$ cat config.mk
export PLATFORM = sky130hd
export DESIGN_NAME = sram_buffer_row_loader_flat
export DESIGN_NICKNAME = d
export VERILOG_FILES = /design/src/rtl/sram_buffer_row_loader_if.sv /design/src/rtl/sram_buffer_row_loader.sv /design/src/flat_wrapper.sv
export SDC_FILE = /design/constraint.sdc
export NUM_CORES = 1
export LEC_CHECK = 0
export BUFFER_PORTS_ARGS = -buffer_cell sky130_fd_sc_hd__buf_2
export CELL_PAD_IN_SITES_DETAIL_PLACEMENT = 1
export CELL_PAD_IN_SITES_GLOBAL_PLACEMENT = 1
export CORE_MARGIN = 1
export CORE_UTILIZATION = 45
export DETAILED_ROUTE_END_ITERATION = 12
export GPL_TIMING_DRIVEN = 0
export PLACE_DENSITY = 0.86
export SLEW_MARGIN = 20
export SYNTH_ARGS = -nofsm -noshare
export SYNTH_HDL_FRONTEND = slang
export SYNTH_SLANG_ARGS = --single-unit
$ cat constraint.sdc
create_clock -name clk -period 12.9 [get_ports clk]
set_input_delay 2.58 -clock clk [delete_from_list [all_inputs] [get_ports clk]]
set_output_delay 2.58 -clock clk [all_outputs]
set_load 0.01 [all_outputs]
$ cat src/rtl/sram_buffer_row_loader_if.sv
// ---------------------------------------------------------------------------
// sram_buffer_row_loader_if
//
// Bundles the control, element-stream and SRAM write-port signals of the
// row loader.
//   start, num_rows               load request (driver -> loader)
//   s_valid, s_data, s_ready      8-bit element stream handshake
//   sram_csb, sram_web            buffer chip select / write enable, active low
//   sram_addr, sram_wdata         buffer row address and packed row data
//   busy, done                    load status (loader -> controller)
// Modports:
//   slave  - the loader itself
//   master - whatever drives the stream and consumes the SRAM pins
// ---------------------------------------------------------------------------
interface sram_buffer_row_loader_if #(
    parameter int ARR_WIDTH = 16,
    parameter int ADDR_W    = 7
) ();

    logic                     start;
    logic [7:0]               num_rows;
    logic                     s_valid;
    logic [7:0]               s_data;
    logic                     s_ready;
    logic                     sram_csb;
    logic                     sram_web;
    logic [ADDR_W-1:0]        sram_addr;
    logic [ARR_WIDTH*8-1:0]   sram_wdata;
    logic                     busy;
    logic                     done;

    modport slave (
        input  start, num_rows, s_valid, s_data,
        output s_ready, sram_csb, sram_web, sram_addr, sram_wdata, busy, done
    );

    modport master (
        output start, num_rows, s_valid, s_data,
        input  s_ready, sram_csb, sram_web, sram_addr, sram_wdata, busy, done
    );

endinterface

$ cat src/rtl/sram_buffer_row_loader.sv
// ---------------------------------------------------------------------------
// sram_buffer_row_loader
//
// Packs an 8-bit element stream into ARR_WIDTH-byte rows and writes one row
// per write cycle into the wide SRAM buffer, covering rows 0..rows_tgt-1,
// then pulses done for one cycle.
//
// Ports:
//   clk    system clock, all state on the rising edge
//   reset  asynchronous, active-high reset
//   bus    sram_buffer_row_loader_if.slave
//            start/num_rows  begin a load (sampled in IDLE only)
//            s_valid/s_data/s_ready  element stream, lane 0 first
//            sram_csb/sram_web/sram_addr/sram_wdata  registered SRAM pins
//            busy (FILL or WRITE), done (one-cycle completion pulse)
// ---------------------------------------------------------------------------
module sram_buffer_row_loader #(
    parameter int ARR_WIDTH = 16,
    parameter int ADDR_W    = 7,
    parameter int DEPTH     = 2**ADDR_W
) (
    input  logic                      clk,
    input  logic                      reset,
    sram_buffer_row_loader_if.slave   bus
);

    localparam int LANE_W = (ARR_WIDTH > 1) ? $clog2(ARR_WIDTH) : 1;
    // Row target must be able to hold DEPTH itself, not just DEPTH-1.
    localparam int TGT_W  = $clog2(DEPTH + 1);
    localparam int ROW_W  = ARR_WIDTH * 8;

    typedef enum logic [1:0] {
        S_IDLE,
        S_FILL,
        S_WRITE,
        S_DONE
    } state_e;

    state_e              state_q, state_d;
    logic [LANE_W-1:0]   lane_q, lane_d;
    logic [ADDR_W-1:0]   row_q, row_d;
    logic [TGT_W-1:0]    rows_tgt_q, rows_tgt_d;
    logic [ROW_W-1:0]    staging_q, staging_d;
    logic                sram_csb_q, sram_csb_d;
    logic                sram_web_q, sram_web_d;
    logic [ADDR_W-1:0]   sram_addr_q, sram_addr_d;
    logic [ROW_W-1:0]    sram_wdata_q, sram_wdata_d;

    logic [TGT_W-1:0]    rows_req;
    logic                handshake;
    logic                last_lane;
    logic                last_row;
    logic                s_ready_o;
    logic                busy_o;
    logic                done_o;

    // Requested row count clamped to the buffer depth so the address never
    // wraps past DEPTH-1.
    always_comb begin
        if (int'(bus.num_rows) > DEPTH) begin
            rows_req = TGT_W'(DEPTH);
        end else begin
            rows_req = TGT_W'(bus.num_rows);
        end
    end

    assign handshake = (state_q == S_FILL) && bus.s_valid;
    assign last_lane = (lane_q == LANE_W'(ARR_WIDTH - 1));
    assign last_row  = ((TGT_W'(row_q) + TGT_W'(1)) == rows_tgt_q);

    // -----------------------------------------------------------------------
    // FSM: state register
    // -----------------------------------------------------------------------
    // NOTE: asynchronous reset appears in the sensitivity list; every
    // sequential assignment is non-blocking so all flops update together.
    always_ff @(posedge clk or posedge reset) begin
        if (reset) begin
            state_q <= S_IDLE;
        end else begin
            state_q <= state_d;
        end
    end

    // -----------------------------------------------------------------------
    // FSM: next-state logic
    // -----------------------------------------------------------------------
    // NOTE: every combinational output gets a default before the case so no
    // path leaves it unassigned (which would infer a latch).
    always_comb begin
        state_d = state_q;
        unique case (state_q)
            S_IDLE: begin
                if (bus.start) begin
                    state_d = (rows_req == '0) ? S_DONE : S_FILL;
                end
            end
            S_FILL: begin
                if (handshake && last_lane) begin
                    state_d = S_WRITE;
                end
            end
            S_WRITE: begin
                state_d = last_row ? S_DONE : S_FILL;
            end
            S_DONE: begin
                state_d = S_IDLE;
            end
            default: begin
                state_d = S_IDLE;
            end
        endcase
    end

    // -----------------------------------------------------------------------
    // FSM: state-decoded outputs (depend on the state register only)
    // -----------------------------------------------------------------------
    always_comb begin
        s_ready_o = 1'b0;
        busy_o    = 1'b0;
        done_o    = 1'b0;
        unique case (state_q)
            S_FILL: begin
                s_ready_o = 1'b1;
                busy_o    = 1'b1;
            end
            S_WRITE: begin
                busy_o    = 1'b1;
            end
            S_DONE: begin
                done_o    = 1'b1;
            end
            default: ;
        endcase
    end

    // -----------------------------------------------------------------------
    // Datapath: lane/row counters, staging row, registered SRAM pins
    // -----------------------------------------------------------------------
    always_comb begin
        lane_d       = lane_q;
        row_d        = row_q;
        rows_tgt_d   = rows_tgt_q;
        staging_d    = staging_q;
        sram_csb_d   = 1'b1;
        sram_web_d   = 1'b1;
        sram_addr_d  = sram_addr_q;
        sram_wdata_d = sram_wdata_q;

        unique case (state_q)
            S_IDLE: begin
                if (bus.start) begin
                    rows_tgt_d = rows_req;
                    lane_d     = '0;
                    row_d      = '0;
                end
            end
            S_FILL: begin
                if (handshake) begin
                    staging_d[int'(lane_q)*8 +: 8] = bus.s_data;
                    if (last_lane) begin
                        // The SRAM pins are loaded one cycle early, including
                        // the byte accepted this cycle, so they are valid
                        // straight from flops throughout the WRITE cycle.
                        sram_csb_d   = 1'b0;
                        sram_web_d   = 1'b0;
                        sram_addr_d  = row_q;
                        sram_wdata_d = staging_d;
                    end else begin
                        lane_d = lane_q + LANE_W'(1);
                    end
                end
            end
            S_WRITE: begin
                lane_d = '0;
                if (!last_row) begin
                    row_d = row_q + ADDR_W'(1);
                end
            end
            default: ;
        endcase
    end

    // NOTE: the staging row is ordinary flops, not a RAM macro, so it is
    // reset with everything else; a partial row never survives a reset.
    always_ff @(posedge clk or posedge reset) begin
        if (reset) begin
            lane_q       <= '0;
            row_q        <= '0;
            rows_tgt_q   <= '0;
            staging_q    <= '0;
            sram_csb_q   <= 1'b1;
            sram_web_q   <= 1'b1;
            sram_addr_q  <= '0;
            sram_wdata_q <= '0;
        end else begin
            lane_q       <= lane_d;
            row_q        <= row_d;
            rows_tgt_q   <= rows_tgt_d;
            staging_q    <= staging_d;
            sram_csb_q   <= sram_csb_d;
            sram_web_q   <= sram_web_d;
            sram_addr_q  <= sram_addr_d;
            sram_wdata_q <= sram_wdata_d;
        end
    end

    assign bus.s_ready    = s_ready_o;
    assign bus.busy       = busy_o;
    assign bus.done       = done_o;
    assign bus.sram_csb   = sram_csb_q;
    assign bus.sram_web   = sram_web_q;
    assign bus.sram_addr  = sram_addr_q;
    assign bus.sram_wdata = sram_wdata_q;

endmodule

$ cat src/flat_wrapper.sv
// flat-port wrapper written by rule: the top's interface ports become plain ports
module sram_buffer_row_loader_flat 
#(
    parameter int ARR_WIDTH = 16,
    parameter int ADDR_W    = 7,
    parameter int DEPTH     = 2**ADDR_W
)
  (clk, reset, bus_start, bus_num_rows, bus_s_valid, bus_s_data, bus_s_ready, bus_sram_csb, bus_sram_web, bus_sram_addr, bus_sram_wdata, bus_busy, bus_done);
  sram_buffer_row_loader_if #(.ARR_WIDTH(ARR_WIDTH), .ADDR_W(ADDR_W)) bus_i ();
  input  logic clk;
  input  logic reset;
  input wire logic [$bits(bus_i.start)-1:0] bus_start;
  input wire logic [$bits(bus_i.num_rows)-1:0] bus_num_rows;
  input wire logic [$bits(bus_i.s_valid)-1:0] bus_s_valid;
  input wire logic [$bits(bus_i.s_data)-1:0] bus_s_data;
  output wire logic [$bits(bus_i.s_ready)-1:0] bus_s_ready;
  output wire logic [$bits(bus_i.sram_csb)-1:0] bus_sram_csb;
  output wire logic [$bits(bus_i.sram_web)-1:0] bus_sram_web;
  output wire logic [$bits(bus_i.sram_addr)-1:0] bus_sram_addr;
  output wire logic [$bits(bus_i.sram_wdata)-1:0] bus_sram_wdata;
  output wire logic [$bits(bus_i.busy)-1:0] bus_busy;
  output wire logic [$bits(bus_i.done)-1:0] bus_done;
  assign bus_i.start = bus_start;
  assign bus_i.num_rows = bus_num_rows;
  assign bus_i.s_valid = bus_s_valid;
  assign bus_i.s_data = bus_s_data;
  assign bus_s_ready = bus_i.s_ready;
  assign bus_sram_csb = bus_i.sram_csb;
  assign bus_sram_web = bus_i.sram_web;
  assign bus_sram_addr = bus_i.sram_addr;
  assign bus_sram_wdata = bus_i.sram_wdata;
  assign bus_busy = bus_i.busy;
  assign bus_done = bus_i.done;
  sram_buffer_row_loader #(.ARR_WIDTH(ARR_WIDTH), .ADDR_W(ADDR_W), .DEPTH(DEPTH)) u_core (.clk(clk), .reset(reset), .bus(bus_i));
endmodule
==> summary.txt, run 1 <==
Layout
  • Share of cells above drive strength 1: 0.2202
  • Cell area after layout: 0.01518 sq mm
  • Final #Nets: 1471
  • Layout overhead on the synthesized area: 19.16%
  • Fill cells: 3167

Pwr
  • Leakage: 7.051 nW
  • Power per cell area: 156.2 mW/mm^2
  • Peak VDD IR: 0.00009750 V
  • Total Power: 2.370 mW

Floorplanning
  • Num ports: 160
  • Initial Util: 0.4584
  • Die span in y: 170.2 microns
  • Die width: 170.2 microns
  • DIE AREA: 0.02898 sq mm
  • Core area: 0.02778 sq mm
  • # rows: 61

Timing
  • Final WS setup: 7.832 ns
  • Setup violators final: 0
  • RSZ-0062 raised after global routing: no
  • Measured slew at the worst slew-check pin: 0.8954 ns
  • Relative slew slack: 0.4031
  • Minimum clock period: 5.068 ns
  • Hold Fails Final Rpt: 0
  • Max Slew Vio Count: 0
  • Clock skew: 0.01873 ns
  • Final Cycle Share: 0.3928
  • Max frequency: 197.3 MHz

Clocking
  • H-Tree Depth: 1
  • Clk sinks: 285
  • Clk buf depth: 3
  • Root buf cell: clkbuf_16
  • TritonCTS clock tree: yes
  • Clk_lat worst skew: 0.57 ns
  • Setup Buffers After CTS: 0
  • Clk slew on worst S/H paths: 0.06 ns
  • CTS buffer count: 31
  • Hold-fix buffers, CTS: 0
  • Post-CTS Resized: 0

Detailed routing
  • Routed WL: 39.29 mm
  • 1st-iter DRT viols: 693
  • DRT antenna net count: 0
  • Drt first pass iters: 4
  • Vias per cell: 5.634
  • Wire per inst: 21.29 microns
  • DR vias: 10400
  • Drc violations: 0

GRT
  • Grt ovf: 0
  • Initial antenna violation count: 1
  • Largest net degree at the start of global routing: 100
  • GRT Total Usage: 0.2768
  • Vias in the first global route: 11328
  • First-pass GRT wire length: 61.81 mm

Place
  • DP Area: 0.01403 sq mm
  • Worst slack, placed: 7.424 ns
  • Post-DP HPWL: 26.98 mm
  • Final Wtd Congestion: 0.8550
  • Port bufs: 152

Min path
  • Hold path depth: 2
  • Min-delay worst type: reg -> reg

Synthesis
  • Synth Area in Adders: 0.008842
  • Syn Area/Cell: 10.15 sq um
  • Syn nets: 1284
  • Top post-synthesis cells by area: dfrtp_1, o21ai_0, nand2_1, mux2_2, mux2i_1
  • Mapped cell area: 0.01274 sq mm
  • Register area share after synthesis: 0.5601
  • Synth area leader: dfrtp_1
  • Compound-Gate Fraction of Synth Area: 0.1226
  • Synth Area in XOR/XNOR: 0.006877
  • YS warnings: 0
  • Area share of the largest cell type after synthesis: 0.5580
  • Top cells by count, synth: dfrtp_1, nand2_1, o21ai_0, nor2_1, mux2i_1
  • Cells after Synth: 1255
  • Ys flop type: dfrtp_1
  • Async S/R FF share, synth: 1.000
  • Synth Register Bits: 285
  • Yosys cell types: 60
  • Top-count cell post-synth: dfrtp_1
  • Simple-gate share of the synthesized area: 0.1429
  • Mux contribution to synthesized area: 0.1209
  • Post-synth EDFFs: 0
  • Largest family of logic cells by synthesized area: simple AND/OR/NAND/NOR gates

Worst setup path
  • CP Data Required Time: 13.35 ns
  • Worst path max stage delay: 0.69 ns
  • Most used cell, CP: clkbuf_1
  • Crit path DAT: 5.52 ns
  • Slowest-stage cell, CP: clkbuf_1
  • Kind of critical path: in -> reg
  • Crit path launch type: input pin
  • Crit path capture type: flop
  • CP max FO: 10
  • CP cell instances: buf_2, nand2_1, or2_2, clkbuf_1, buf_2, clkbuf_1, clkbuf_1, nand2_1, o21ai_0
  • Worst reg2reg path depth: 11

Flow run
  • Max Cap Violations: 0

Run status
  • Outcome: finished clean
==> placed cells by master (no fill, tap or decap), types with 7 or more instances in the layout <==
master     Yosys  final
ha_1           9      9
nand2b_1      10     10
o21ai_0      181    181
buf_4          7      7
o21ai_1       29     29
mux2i_1       64     64
inv_1         19     18
mux2_1        10     10
clkbuf_16      0     31
nor2_1        72     72
a21oi_1       62     62
and2_1        12     12
buf_1         10     10
xnor2_1        8      8
nor3_1        15     15
nand3_1       20     20
clkbuf_8       0      8
mux2_2        58     58
clkbuf_1      43     47
mux2_4         8      8
nor4_1         7      7
dfrtp_1      284    284
nand2_1      234    234
buf_2         23    175
==> final timing paths <==
check	startpoint	to	slack, ns
max	bus_s_valid	u_core.bus.sram_wdata[103]	7.83
min	u_core.bus.sram_wdata[75]	u_core.bus.sram_wdata[75]	0.48
max reg2reg	u_core.state_q[1]	u_core.bus.sram_wdata[103]	9.08
min reg2reg	u_core.bus.sram_wdata[75]	u_core.bus.sram_wdata[75]	0.48
max in group asynchronous	reset	u_core.bus.sram_wdata[18]	9.79
min in group asynchronous	reset	u_core.bus.sram_wdata[71]	2.15
==> critical path: cells and delay by family <==
| family | cells | cell delay, ns |
|---|---|---|
| buf+inv | 5 | 2.04 |
| compound gates | 1 | 0.14 |
| simple gates | 3 | 0.74 |
==> layer usage <==
| metal | global-route usage | up-vias | part of all wire |
|---|---|---|---|
| met3 | 0.04302 | 97 | 0.048 |
| li1 | - | 4669 | - |
| met1 | 0.3365 | 5333 | 0.41 |
| met4 | 0.1152 | 0 | 0.039 |
| met2 | 0.4888 | 301 | 0.50 |
| met5 | 0 | - | 0 |
==> cells by family after synthesis <==
family	after synthesis
AOI/OAI and AO/OA	293
buffers and inverters	107
muxes	141
DFF	285
and+or+nand+nor	410
adders and majority gates	9
xor gates and xnor gates	10
==> through the flow <==
step	util	hold slack [ns]	std cells	setup TNS, ns
6_report	0.5463	0.4812	1846	0
5_1_grt	0.5462	0.5066	1845	0
4_1_cts	0.5462	0.4827	1845	0
3_5_place_dp	0.5051	0.4685	1787	0
3_3_place_gp	0.5028	0.4595	1785	-152.45
2_1_floorplan	-	0.4492	1255	0
==> cell type report <==
cell class | count | area (sq um) | share of cell area
inverters | 20 | 82.58 | 0.005442
well taps | 378 | 473.0 | 0.03117
plain buffers | 87 | 405.4 | 0.02671
clock buffers | 43 | 900.9 | 0.05936
diodes | 1 | 2.502 | 0.0001649
multi-input cells | 863 | 5122 | 0.3375
flip-flops and latches | 285 | 7133 | 0.4700
clock inverters | 15 | 240.2 | 0.01583
repair buffers | 154 | 815.8 | 0.05376
==> where the power goes <==
part           total [mW]  internal, mW  switching [mW]  leakage (nW)
Sequential          0.957         0.927          0.0294          3.95
Clock               0.982         0.607           0.374         0.559
Combinational       0.431         0.130           0.301          2.54
Total                2.37          1.66           0.705          7.05
==> registers in the layout, indices dropped and copies added, names as in the netlist <==
signal / count
u_core.rows_tgt_q: 8
u_core.bus.sram_csb: 1
u_core.row_q: 7
u_core.staging_q: 128
u_core.lane_q: 4
u_core.state_q: 2
u_core.bus.sram_addr: 7
u_core.bus.sram_wdata: 128
(Power assumes the default switching activity.)
==> run 2: changes to the inputs <==
--- a/config.mk
+++ b/config.mk
@@ -5,11 +5,12 @@
 export SDC_FILE = /design/constraint.sdc
 export NUM_CORES = 1
 export LEC_CHECK = 0
+export ABC_AREA = 1
 export BUFFER_PORTS_ARGS = -buffer_cell sky130_fd_sc_hd__buf_2
 export CELL_PAD_IN_SITES_DETAIL_PLACEMENT = 1
 export CELL_PAD_IN_SITES_GLOBAL_PLACEMENT = 1
 export CORE_MARGIN = 1
-export CORE_UTILIZATION = 45
+export CORE_UTILIZATION = 43
 export DETAILED_ROUTE_END_ITERATION = 12
 export GPL_TIMING_DRIVEN = 0
 export PLACE_DENSITY = 0.86
==> constraint.sdc (replaced) <==
create_clock -name clk -period 4.7 [get_ports clk]
set_input_delay 0.94 -clock clk [delete_from_list [all_inputs] [get_ports clk]]
set_output_delay 0.94 -clock clk [all_outputs]
set_load 0.01 [all_outputs]
==> summary.txt, run 2 <==
Worst setup path
  • Reg-to-Reg Start: u_core.state_q[1]
  • Kind of critical path: reg -> reg
  • Worst path max stage delay: 0.47 ns
  • Crit path DAT: 3.68 ns
  • CP Data Required Time: 5.12 ns
  • Crit path launch type: flop
  • RR Endpoint: u_core.bus.sram_wdata[78]
  • Worst reg2reg path depth: 10
  • Most used cell, CP: nand2_1
  • CP max FO: 10
  • Crit path capture type: flop
  • CP cell instances: inv_1, ha_1, nand2_1, nor2_2, inv_2, buf_2, clkbuf_2, clkbuf_1, nand2_1, o21ai_0
  • Worst reg2reg setup slack: 1.44 ns
  • Slowest-stage cell, CP: nor2_2

GRT
  • Most used routing layer: met2
  • Vias in the first global route: 12180
  • Largest net degree at the start of global routing: 36
  • GRT Total Usage: 0.2720
  • Grt ovf: 0
  • First-pass GRT wire length: 65.90 mm
  • Met3 GRT Util: 0.03658
  • Met1 usage: 0.3629
  • GR Layer Usage met2: 0.4608
  • Initial antenna violation count: 1

Detailed routing
  • Routed WL: 41.08 mm
  • DRT antenna net count: 0
  • Wire per inst: 18.57 microns
  • 1st-iter DRT viols: 841
  • Drc violations: 0
  • Drt first pass iters: 5
  • DR vias: 11786
  • Vias per cell: 5.328

Timing
  • RSZ-0062 raised after global routing: no
  • Max Slew Vio Count: 0
  • Minimum clock period: 3.258 ns
  • Final WS setup: 1.442 ns
  • Setup violators final: 0
  • Hold Fails Final Rpt: 0
  • Max frequency: 307.0 MHz
  • Clock skew: 0.01092 ns
  • Relative slew slack: 0.5548
  • Worst hold slack: 0.4468 ns
  • Final Cycle Share: 0.6932
  • TNS Setup: 0 ns
  • Measured slew at the worst slew-check pin: 0.6678 ns

Synthesis
  • Syn Area/Cell: 8.096 sq um
  • Synth area leader: dfrtp_1
  • Mapped cell area: 0.01293 sq mm
  • Area share of the largest cell type after synthesis: 0.5497
  • Top post-synthesis cells by area: dfrtp_1, nand2_1, o21ai_0, inv_1, nand3_1
  • Top-count cell post-synth: nand2_1
  • Yosys cell types: 30
  • Ys flop type: dfrtp_1
  • Async S/R FF share, synth: 1.000
  • Register area share after synthesis: 0.5517
  • YS warnings: 0
  • Cells after Synth: 1597
  • Post-synth EDFFs: 0
  • Top cells by count, synth: nand2_1, o21ai_0, dfrtp_1, inv_1, nand3_1
  • Syn nets: 1626
  • Synth Register Bits: 285

Layout
  • Layout overhead on the synthesized area: 19.61%
  • Final #Nets: 1826
  • Share of cells above drive strength 1: 0.1439
  • Commonest non-fill, non-tap cell in the layout: nand2_1
  • Cell area after layout: 0.01546 sq mm
  • Fill cells: 3680
  • Most frequent cells in the layout: nand2_1, o21ai_0, dfrtp_1

Floorplanning
  • Initial Util: 0.4362
  • Num ports: 160
  • Die width: 175.4 microns
  • DIE AREA: 0.03076 sq mm
  • Core area: 0.02964 sq mm
  • Die span in y: 175.4 microns
  • # rows: 63

Min path
  • Min-delay worst type: in -> async

Pwr
  • Comb power frac: 0.274
  • Clock power share: 0.328
  • Sw Ratio: 0.3567
  • Power per cell area: 500.1 mW/mm^2
  • Leakage: 7.961 nW
  • Peak VDD IR: 0.0003021 V
  • Total Power: 7.733 mW
  • Internal Power: 4.975 mW
  • Sequential share of power: 0.398
  • Switching pwr: 2.758 mW

Clocking
  • Hold-fix buffers, CTS: 0
  • Setup Buffers After CTS: 0
  • Post-CTS Resized: 0
  • Clk sinks: 285
  • H-Tree Depth: 1
  • Clk slew on worst S/H paths: 0.06 ns
  • Clk_lat worst skew: 0.56 ns
  • Root buf cell: clkbuf_16
  • Clk buf depth: 3
  • TritonCTS clock tree: yes
  • CTS buffer count: 30

Place
  • Final Wtd Congestion: 0.8799
  • Post-DP HPWL: 30.32 mm
  • DP Area: 0.01440 sq mm
  • Worst slack, placed: 0.8777 ns
  • Port bufs: 159

Flow run
  • Max Cap Violations: 0

Run status
  • Outcome: finished clean
[run 2: cell types whose count changed after synthesis, sizes merged, moves of 12 or more]
cell   before  now
mux2i      65    0
a21oi      62    6
buf        43   25
o21ai     210  338
and2       12    0
inv        19  181
mux2       76    0
nand2     234  501
nand3      20  124
nor2       75   53
[run 2: cell families after synthesis]
family	share of synthesized area
flip-flops	0.5517
buffers and inverters	0.08120
adder cells (fa/ha/maj)	0.008710
AND/OR/NAND/NOR	0.2216
XOR/XNOR	0.0006776
AO/OA/AOI/OAI	0.1361
[run 2: worst max path at each step]
stage / from / cells past startpoint / slack, ns / end
2_1_floorplan: reset / 1 / -0.02 / u_core.bus.sram_addr[0]
3_3_place_gp: reset / 2 / -1.78 / u_core.bus.sram_wdata[98]
3_5_place_dp: bus_s_valid / 9 / 0.88 / u_core.bus.sram_wdata[78]
4_1_cts: u_core.state_q[1] / 10 / 1.12 / u_core.bus.sram_wdata[78]
5_1_grt: u_core.state_q[1] / 10 / 1.24 / u_core.bus.sram_wdata[76]
6_report: u_core.state_q[1] / 10 / 1.44 / u_core.bus.sram_wdata[78]
[run 2: critical path, delay by kind of cell, from the launching register on]
kind                       cells  cell delay, ns
adders and majority gates      1            0.29
buffers and inverters          5            1.37
and+or+nand+nor                3            0.94
AOI/OAI and AO/OA              1            0.09
DFF                            1            0.42
[run 2: per-stage QoR]
stage | instances | util
5_1_grt | 2211 | 0.5217
6_report | 2212 | 0.5217
4_1_cts | 2211 | 0.5216
3_5_place_dp | 2155 | 0.4857
3_3_place_gp | 2146 | 0.4797
2_1_floorplan | 1597 | -
[run 2: routing by layer]
layer | share of wire | up-vias
li1 | - | 5523
met1 | 0.44 | 5896
met2 | 0.49 | 308
met3 | 0.049 | 59
met4 | 0.023 | 0
met5 | 0 | -
[run 2: power groups by stage]
| stage | clock (mW) | combinational [mW] | sequential, mW |
|---|---|---|---|
| after floorplan | 0 | 1.42 | 3.06 |
| after global placement | 0 | 1.93 | 3.08 |
| after detailed placement | 0 | 2.07 | 3.11 |
| after CTS | 2.57 | 2.11 | 3.07 |
| after global routing | 2.66 | 2.40 | 3.12 |
| final | 2.54 | 2.12 | 3.07 |
[run 2: layout make-up]
cell class | instances | area, sq um | area share
sequential | 285 | 7133 | 0.4613
multi-input combinational | 1049 | 4746 | 0.3069
timing repair buffer | 168 | 975.9 | 0.06311
clock buffer | 45 | 898.4 | 0.05810
inverter | 183 | 690.7 | 0.04466
tap | 390 | 488.0 | 0.03156
buffer | 80 | 364.1 | 0.02355
clock inverter | 11 | 165.2 | 0.01068
antenna | 1 | 2.502 | 0.0001618
==> run 3: changes to the inputs <==
==> constraint.sdc (replaced) <==
create_clock -name clk -period 3.12 [get_ports clk]
set_input_delay 0.624 -clock clk [delete_from_list [all_inputs] [get_ports clk]]
set_output_delay 0.624 -clock clk [all_outputs]
set_load 0.01 [all_outputs]
==> summary.txt, run 3 (same netlist as run 2, synthesis figures left out) <==
Worst setup path
  • Slowest-stage cell, CP: dfrtp_1
  • Worst path max stage delay: 0.41 ns
  • Critical path depth: 9
  • Worst path bufs/invs: 5
  • Worst reg2reg path depth: 9
  • CP cell instances: inv_1, ha_1, nand2_1, nor2_4, inv_2, buf_2, clkbuf_4, clkbuf_1, o21ai_0
  • Crit path capture type: flop
  • Kind of critical path: reg -> reg
  • Crit path launch type: flop
  • CP max FO: 10
  • CP Data Required Time: 3.53 ns
  • Top cell family by delay on the critical path: buffers and inverters
  • Crit path DAT: 3.33 ns

Place
  • Final Wtd Congestion: 0.8799
  • DP Area: 0.01440 sq mm
  • Post-DP HPWL: 30.32 mm
  • Port bufs: 159
  • Placed insts: 2155

Pwr
  • Sequential share of power: 0.398
  • Power per cell area: 752.4 mW/mm^2
  • Clock power share: 0.328
  • Comb power frac: 0.275
  • Leakage: 7.977 nW
  • Sw Ratio: 0.3563
  • Peak VDD IR: 0.0004591 V
  • Switching pwr: 4.149 mW
  • Internal Power: 7.496 mW

Floorplanning
  • DIE AREA: 0.03076 sq mm
  • Initial Util: 0.4362
  • Die width: 175.4 microns
  • Num ports: 160
  • Die span in y: 175.4 microns
  • Core area: 0.02964 sq mm
  • # rows: 63

GRT
  • Initial antenna violation count: 1
  • Vias in the first global route: 12171
  • Grt ovf: 0
  • First-pass GRT wire length: 65.88 mm
  • GRT Total Usage: 0.2719
  • Largest net degree at the start of global routing: 36

Detailed routing
  • Vias per cell: 5.315
  • Routed WL: 41.11 mm
  • DRT antenna net count: 0
  • DR vias: 11752
  • Wire per inst: 18.59 microns
  • 1st-iter DRT viols: 796
  • Drc violations: 0
  • Drt first pass iters: 5

Timing
  • Minimum clock period: 2.914 ns
  • Measured slew at the worst slew-check pin: 0.6232 ns
  • Max frequency: 343.2 MHz
  • RSZ-0062 raised after global routing: no
  • Max Slew Vio Count: 0
  • Hold Fails Final Rpt: 0
  • Setup violators final: 0
  • Final Cycle Share: 0.9339
  • Relative slew slack: 0.5845
  • Worst hold slack: 0.1301 ns
  • Clock skew: 0.01325 ns

Clocking
  • Root buf cell: clkbuf_16
  • Clk_lat worst skew: 0.56 ns
  • Clk buf depth: 3
  • Hold-fix buffers, CTS: 0
  • H-Tree Depth: 1
  • Clk sinks: 285
  • CTS buffer count: 30
  • Clk slew on worst S/H paths: 0.06 ns
  • Setup Buffers After CTS: 0
  • TritonCTS clock tree: yes

Layout
  • Ant. Diodes: 0
  • Commonest non-fill, non-tap cell in the layout: nand2_1
  • Cell area after layout: 0.01548 sq mm
  • Finished Layout Cells: 2211
  • Share of cells above drive strength 1: 0.1472
  • Most frequent cells in the layout: nand2_1, o21ai_0, dfrtp_1
  • Layout overhead on the synthesized area: 19.70%
  • Final #Nets: 1826
  • Fill cells: 3675

Flow run
  • Max Cap Violations: 0

Min path
  • Min-delay worst type: in -> async

Run status
  • Outcome: finished clean
[run 3: path summary, 6_finish.rpt]
check	endpoint	slack, ns	start
min reg2reg	u_core.bus.sram_wdata[60]	0.48	u_core.bus.sram_wdata[60]
max reg2reg	u_core.bus.sram_addr[3]	0.21	u_core.state_q[1]
min in group clk	u_core.rows_tgt_q[0]	0.34	bus_num_rows[0]
min	u_core.bus.sram_wdata[40]	0.13	reset
max	u_core.bus.sram_addr[3]	0.21	u_core.state_q[1]
max in group asynchronous	u_core.bus.sram_wdata[64]	1.94	reset
[run 3: layer usage]
layer / vias up / track usage / part of all wire
li1: 5518 / - / -
met1: 5869 / 0.3629 / 0.44
met2: 303 / 0.4605 / 0.48
met3: 62 / 0.03658 / 0.054
met4: 0 / 0.08261 / 0.025
met5: - / 0 / 0
[run 3: metrics by stage]
stage / worst slack (ns) / util / setup TNS (ns) / total power, mW
after floorplan: -1.280 / - / -363.92 / 6.756
after global placement: -3.047 / 0.4797 / -878.51 / 7.550
after detailed placement: -0.4486 / 0.4857 / -26.83 / 7.796
after CTS: 0.001442 / 0.5219 / 0 / 11.67
after global routing: 0.01738 / 0.5222 / 0 / 12.31
final: 0.2062 / 0.5222 / 0 / 11.64
[run 3: final cells by class]
| class | instances | area, sq um | area share |
|---|---|---|---|
| timing repair buffer | 168 | 975.9 | 0.06306 |
| inverter | 183 | 690.7 | 0.04463 |
| multi-input combinational | 1049 | 4751 | 0.3070 |
| sequential | 285 | 7133 | 0.4609 |
| clock buffer | 45 | 898.4 | 0.05805 |
| tap | 390 | 488.0 | 0.03153 |
| clock inverter | 11 | 165.2 | 0.01067 |
| buffer | 80 | 374.1 | 0.02417 |
[run 3: worst register-to-register path: cells and delay by family, from the launching register on]
family                   cells  cell delay, ns
AO/OA/AOI/OAI                1            0.16
adder cells (fa/ha/maj)      1            0.27
buffers and inverters        5            1.40
flip-flops                   1            0.41
AND/OR/NAND/NOR              2            0.55
[run 3: repair_timing]
item,CTS,global route
endpoints found under the hold margin,0,0
setup endpoints to repair,95,104
resized for setup,3,12
[run 3: power by group through the flow]
| stage | logic (mW) | registers, mW | clock network [mW] |
|---|---|---|---|
| finish | 3.20 | 4.63 | 3.82 |
| global route | 3.61 | 4.69 | 4.01 |
| CTS | 3.17 | 4.62 | 3.87 |
| detailed placement | 3.12 | 4.68 | 0 |
| global placement | 2.91 | 4.64 | 0 |
| floorplan | 2.14 | 4.61 | 0 |
